[config.mk]
export PLATFORM = sky130hd
export DESIGN_NAME = serial_word_capture
export DESIGN_NICKNAME = d
export VERILOG_FILES = /design/src/rtl/serial_word_capture.sv
export SDC_FILE = /design/constraint.sdc
export NUM_CORES = 1
export LEC_CHECK = 0
export ABC_AREA = 0
export BUFFER_PORTS_ARGS = -buffer_cell sky130_fd_sc_hd__buf_2
export CAP_MARGIN = 20
export CELL_PAD_IN_SITES_DETAIL_PLACEMENT = 1
export CELL_PAD_IN_SITES_GLOBAL_PLACEMENT = 2
export CORE_ASPECT_RATIO = 1.25
export CORE_MARGIN = 1.5
export CORE_UTILIZATION = 28
export CTS_CLUSTER_DIAMETER = 80
export DETAILED_ROUTE_END_ITERATION = 10
export PLACE_DENSITY = 0.66
export SETUP_SLACK_MARGIN = 0.3
export SYNTH_ARGS = -nofsm -noshare
export SYNTH_HDL_FRONTEND = slang
export SYNTH_SLANG_ARGS = --single-unit
export TNS_END_PERCENT = 50
[constraint.sdc]
create_clock -name clk -period 2.39 [get_ports clk]
set_clock_uncertainty 0.15 [all_clocks]
set_input_delay 0.239 -clock clk [delete_from_list [all_inputs] [get_ports clk]]
set_output_delay 0.239 -clock clk [all_outputs]
set_load 0.005 [all_outputs]
[src/rtl/serial_word_capture.sv]
// ---------------------------------------------------------------------------
// serial_word_capture
//
// Assembles a qualified serial bit stream, one bit per enabled clock, into
// WIDTH-bit words. Each completed word moves into a holding register that is
// read through a valid/ready handshake. A word that completes while the
// holding register still contains an unconsumed word is dropped, and the
// sticky overrun flag is set.
//
// Parameters
//   WIDTH      bits per word (2..32)
//   MSB_FIRST  1: the first received bit lands in word_data[WIDTH-1]
//              0: the first received bit lands in word_data[0]
//
// Optional feature (macro CAPTURE_PARITY_EN)
//   When defined, a frame is WIDTH data bits followed by one even-parity bit.
//   The word completes on the parity bit. The added output parity_err is
//   loaded together with word_data. It holds the XOR of all WIDTH+1 bits of
//   the frame, so 1 means the parity check failed. When not defined, frames
//   are WIDTH bits and parity_err does not exist.
//
// Ports
//   clk          rising-edge clock
//   rst_n        asynchronous active-low reset
//   shift_en     serial_in carries a valid bit this cycle
//   serial_in    serial data bit
//   frame_start  discard the partial word and restart the bit count
//   word_ready   consumer accepts word_data this cycle
//   overrun_clr  clears the sticky overrun flag
//   word_data    completed word (holding register)
//   word_valid   word_data holds an unconsumed word
//   overrun      sticky flag: a completed word was dropped
//   bit_count    bits received in the current partial word
//   parity_err   parity check result of the held word (parity build only)
// ---------------------------------------------------------------------------
module serial_word_capture #(
    parameter int WIDTH     = 8,
    parameter bit MSB_FIRST = 1'b1
) (
    input  logic                       clk,
    input  logic                       rst_n,
    input  logic                       shift_en,
    input  logic                       serial_in,
    input  logic                       frame_start,
    input  logic                       word_ready,
    input  logic                       overrun_clr,
    output logic [WIDTH-1:0]           word_data,
    output logic                       word_valid,
    output logic                       overrun,
    output logic [$clog2(WIDTH+1)-1:0] bit_count
`ifdef CAPTURE_PARITY_EN
    ,
    output logic                       parity_err
`endif
);

    localparam int CW = $clog2(WIDTH+1);

`ifdef CAPTURE_PARITY_EN
    localparam int FRAME_LEN = WIDTH + 1;
`else
    localparam int FRAME_LEN = WIDTH;
`endif

    localparam logic [CW-1:0] LAST_IDX = CW'(FRAME_LEN - 1);

    logic [WIDTH-1:0] shreg;
    logic [WIDTH-1:0] shreg_base;
    logic [WIDTH-1:0] shifted;
    logic [WIDTH-1:0] shreg_nxt;
    logic [WIDTH-1:0] word_new;
    logic [CW-1:0]    count_base;
    logic [CW-1:0]    count_nxt;
    logic             last_bit;
    logic             accept;
    logic             drop;

`ifdef CAPTURE_PARITY_EN
    logic par_acc;
    logic par_base;
    logic par_nxt;
    logic parity_new;
`endif

    // frame_start restarts the frame before this cycle's bit is applied.
    // As a result, a bit that arrives together with frame_start becomes
    // bit 0 of the new word.
    always_comb begin
        count_base = frame_start ? '0 : bit_count;
        shreg_base = frame_start ? '0 : shreg;
        last_bit   = shift_en && (count_base == LAST_IDX);

        if (MSB_FIRST) begin
            shifted = {shreg_base[WIDTH-2:0], serial_in};
        end else begin
            shifted = {serial_in, shreg_base[WIDTH-1:1]};
        end

`ifdef CAPTURE_PARITY_EN
        // The parity bit is not stored in the word. It only closes the
        // running XOR of the data bits.
        par_base   = frame_start ? 1'b0 : par_acc;
        word_new   = shreg_base;
        parity_new = par_base ^ serial_in;
        par_nxt    = par_base;
        if (shift_en) begin
            par_nxt = last_bit ? 1'b0 : (par_base ^ serial_in);
        end
`else
        word_new   = shifted;
`endif

        shreg_nxt = shreg_base;
        count_nxt = count_base;
        if (shift_en) begin
            if (last_bit) begin
                shreg_nxt = '0;
                count_nxt = '0;
            end else begin
                shreg_nxt = shifted;
                count_nxt = count_base + CW'(1);
            end
        end

        // A completed word is accepted if the holding slot is empty or
        // is being emptied on this same edge. Otherwise the word is dropped.
        accept = last_bit && (!word_valid || word_ready);
        drop   = last_bit && word_valid && !word_ready;
    end

    always_ff @(posedge clk or negedge rst_n) begin
        if (!rst_n) begin
            shreg     <= '0;
            bit_count <= '0;
        end else begin
            shreg     <= shreg_nxt;
            bit_count <= count_nxt;
        end
    end

`ifdef CAPTURE_PARITY_EN
    always_ff @(posedge clk or negedge rst_n) begin
        if (!rst_n) begin
            par_acc    <= 1'b0;
            parity_err <= 1'b0;
        end else begin
            par_acc <= par_nxt;
            if (accept) begin
                parity_err <= parity_new;
            end
        end
    end
`endif

    always_ff @(posedge clk or negedge rst_n) begin
        if (!rst_n) begin
            word_data  <= '0;
            word_valid <= 1'b0;
        end else if (accept) begin
            word_data  <= word_new;
            word_valid <= 1'b1;
        end else if (word_valid && word_ready) begin
            word_valid <= 1'b0;
        end
    end

    // When a drop and overrun_clr occur on the same edge, the set wins.
    always_ff @(posedge clk or negedge rst_n) begin
        if (!rst_n) begin
            overrun <= 1'b0;
        end else if (drop) begin
            overrun <= 1'b1;
        end else if (overrun_clr) begin
            overrun <= 1'b0;
        end
    end

endmodule

==> metrics.txt <==
top-count cell post-synth dfrtp_1; total CTS buffers 3; drt pass-1 iters 4; H-tree depth 1; VDD IR max 0.251 mV; dpl cells 140; layout cells sized above 1 0.342; die area roughly 0.0037 mm2; #FFs+latches synth 21; core area around 0.0032 mm2; net count reported at finish between 100 and 150; chip width about 55 um; CP max-delay cell dfrtp_1; CTS tree done; Layout Cells excl Fill ~150; Sw Ratio 0.244; Clock transition at path regs roughly 0.080 ns; WL final roughly 2300 um; Cell Area, Synth approximately 950 um2; asr flop ratio synth 1.00; hpwl dp 1650 um; Crit path max-delay family simple AND/OR/NAND/NOR gates; Slew Limit Headroom 0.674; Mapped Avg Cell Area approximately 11 um2; CP Data Required Time 2.40 ns; Static Leak around 0.58 nW; top-area cell type share of the netlist area 0.554; Final Core Density 0.365; drc violations 0; count of cell types in the netlist 24; R2R depth 6; Detail Route Antenna Nets 0; Int Pwr 0.497 mW; first-pass GRT wire length roughly 3700 um; Routed WL per cell around 16 um; Area Overhead vs Synth 24.0%; vias in the first global route about 770; via count a little over 700; worst setup margin 0.476 ns; # setup viols final 0; Gate power share 0.073; clk sinks 21; outcome completed; fmax 522 MHz; Power Dens Cells 559 mW/mm2; setup TNS 0 ns; Worst Hold Margin 0.0802 ns; Tmin final 1.91 ns; max-cap viol count 0; Switch Pwr 0.161 mW; worst-path fanout max 8; crit share post-route 0.801; Final Hold Vio Count 0; ranking of synthesized cells by area dfrtp_1 (55%), mux2_2 (8.3%), nor2b_1 (5.9%), nand2_1 (4.0%), a21oi_1 (3.7%); Yosys warnings 0; Worst path depth 6; worst slew pin tran between 0.4 and 0.5 ns; Post-synth EDFFs 0; largest net degree at the start of global routing 22; Fillers 390; Arr. time, crit path ~1.9 ns; 1st-iter DRT viols 15; most frequent cells after synthesis dfrtp_1 (21), nand2_1 (10), nor2b_1 (9); CTS Buffer Depth 2; Starting Density 0.294; CP Class flop to flop; RSZ-0062 raised after global routing no; cell taking the most area after synthesis dfrtp_1; CP max stage delay 0.38 ns; clk root buf clkbuf_8; I/O Buffers 20; syn nets 93; Worst Hold Launch serial_in; gr usage total 0.145; area of the multi-input gates 400 um2; HP Class input pin to flop; Clock power frac 0.369; Skew-Pair Late Insertion Delay about 0.27 ns; worst r2r src bit_count[1]$_DFF_PN0_; CP Launch Type flop; Main synth FF type dfrtp_1; Final Max Tran Viols 0; part of the power in registers 0.559; Hold Crit Depth 2; post-synthesis cell count 85; Ports 21; buffers plus inverters on the worst setup path 1; CP startpoint bit_count[1]$_DFF_PN0_; register area share after synthesis 0.554; row count 23; CP Capture Type flop; antenna violations before repair 0; CP cell instances nor2b_2 > ha_2 > nand4b_4 > nor3b_4 > buf_4 > mux2_2; DR vias/cell ~4.8; Congestion Overflow GR 0; FF+latch area ~530 um2; Antenna diodes 0; dpl ws ~0.22 ns; GP Congestion 0.795; Die Span Y slightly below 70 um
-- through the flow --
step	instance area [um2]	total power, mW
6_report	1180	0.658
5_1_grt	1180	0.690
4_1_cts	1160	0.674
3_5_place_dp	1090	0.421
3_3_place_gp	1090	0.420
2_1_floorplan	955	0.396
-- cell usage in the layout, fill, tap and decap left out, drive strengths merged --
cell	netlist	layout
a21oi	7	7
buf	0	23
clkbuf	3	3
clkinv	0	1
dfrtp	21	21
dlygate4sd3	0	2
ha	1	1
inv	4	4
mux2	7	7
mux2i	1	1
nand2	10	10
nand2b	3	3
nand3	6	6
nand3b	1	1
nand4	1	1
nand4b	1	1
nor2	1	1
nor2b	9	9
nor3b	1	1
o211ai	1	1
o21ai	2	2
o22ai	1	1
o2bb2ai	1	1
o32ai	1	1
or3	1	1
xnor2	1	1
-- final timing paths --
| check | endpoint | slack (ns) |
|---|---|---|
| max | word_data[7]$_DFFE_PN0P_ | 0.48 |
| min | word_data[0]$_DFFE_PN0P_ | 0.08 |
| max reg2reg | word_data[7]$_DFFE_PN0P_ | 0.48 |
| min reg2reg | word_data[2]$_DFFE_PN0P_ | 0.36 |
| max in group asynchronous | overrun$_DFFE_PN0P_ | 1.43 |
| min in group asynchronous | word_data[1]$_DFFE_PN0P_ | 0.33 |
-- area by class of cell --
type                       count  area share
clock buffer                   3      0.0351
timing repair buffer          25       0.121
tap                           37      0.0394
sequential                    21       0.447
inverter                       4      0.0128
multi-input combinational     57       0.340
clock inverter                 1     0.00426
-- registers in the layout, summed over array words and instances (netlist names) --
register / flops
bit_count: 4
overrun: 1
shreg: 7
word_data: 8
word_valid: 1
-- kinds of logic after synthesis --
kind of cell / Yosys count / synth area share
compound gates: 13 / 0.0805
xor+xnor: 1 / 0.00924
fa+ha+maj: 1 / 0.0132
buf+inv: 7 / 0.0290
flops: 21 / 0.554
mux: 8 / 0.0937
simple gates: 34 / 0.220
-- routing by layer --
layer	global-route usage	up-vias	routed length (um)
met5	0	-	0
met4	0.0823	0	59
met3	0.0262	5	51
met2	0.214	8	1100
met1	0.197	359	1100
li1	-	344	-
-- power groups by stage --
stage	logic, mW	clock network [mW]	registers [mW]
floorplan	0.0221	0	0.374
global placement	0.0455	0	0.375
detailed placement	0.0471	0	0.374
CTS	0.0498	0.256	0.368
global route	0.0543	0.267	0.369
finish	0.0477	0.242	0.368
-- timing repair --
action / 4_1_cts / 5_1_grt
setup buffers: 0 / 2
resized for setup: 0 / 0
setup endpoints to repair: 0 / 7
hold endpoints to repair: 22 / 0
hold buffers: 2 / 0
Power figures use the tool's default switching activity.
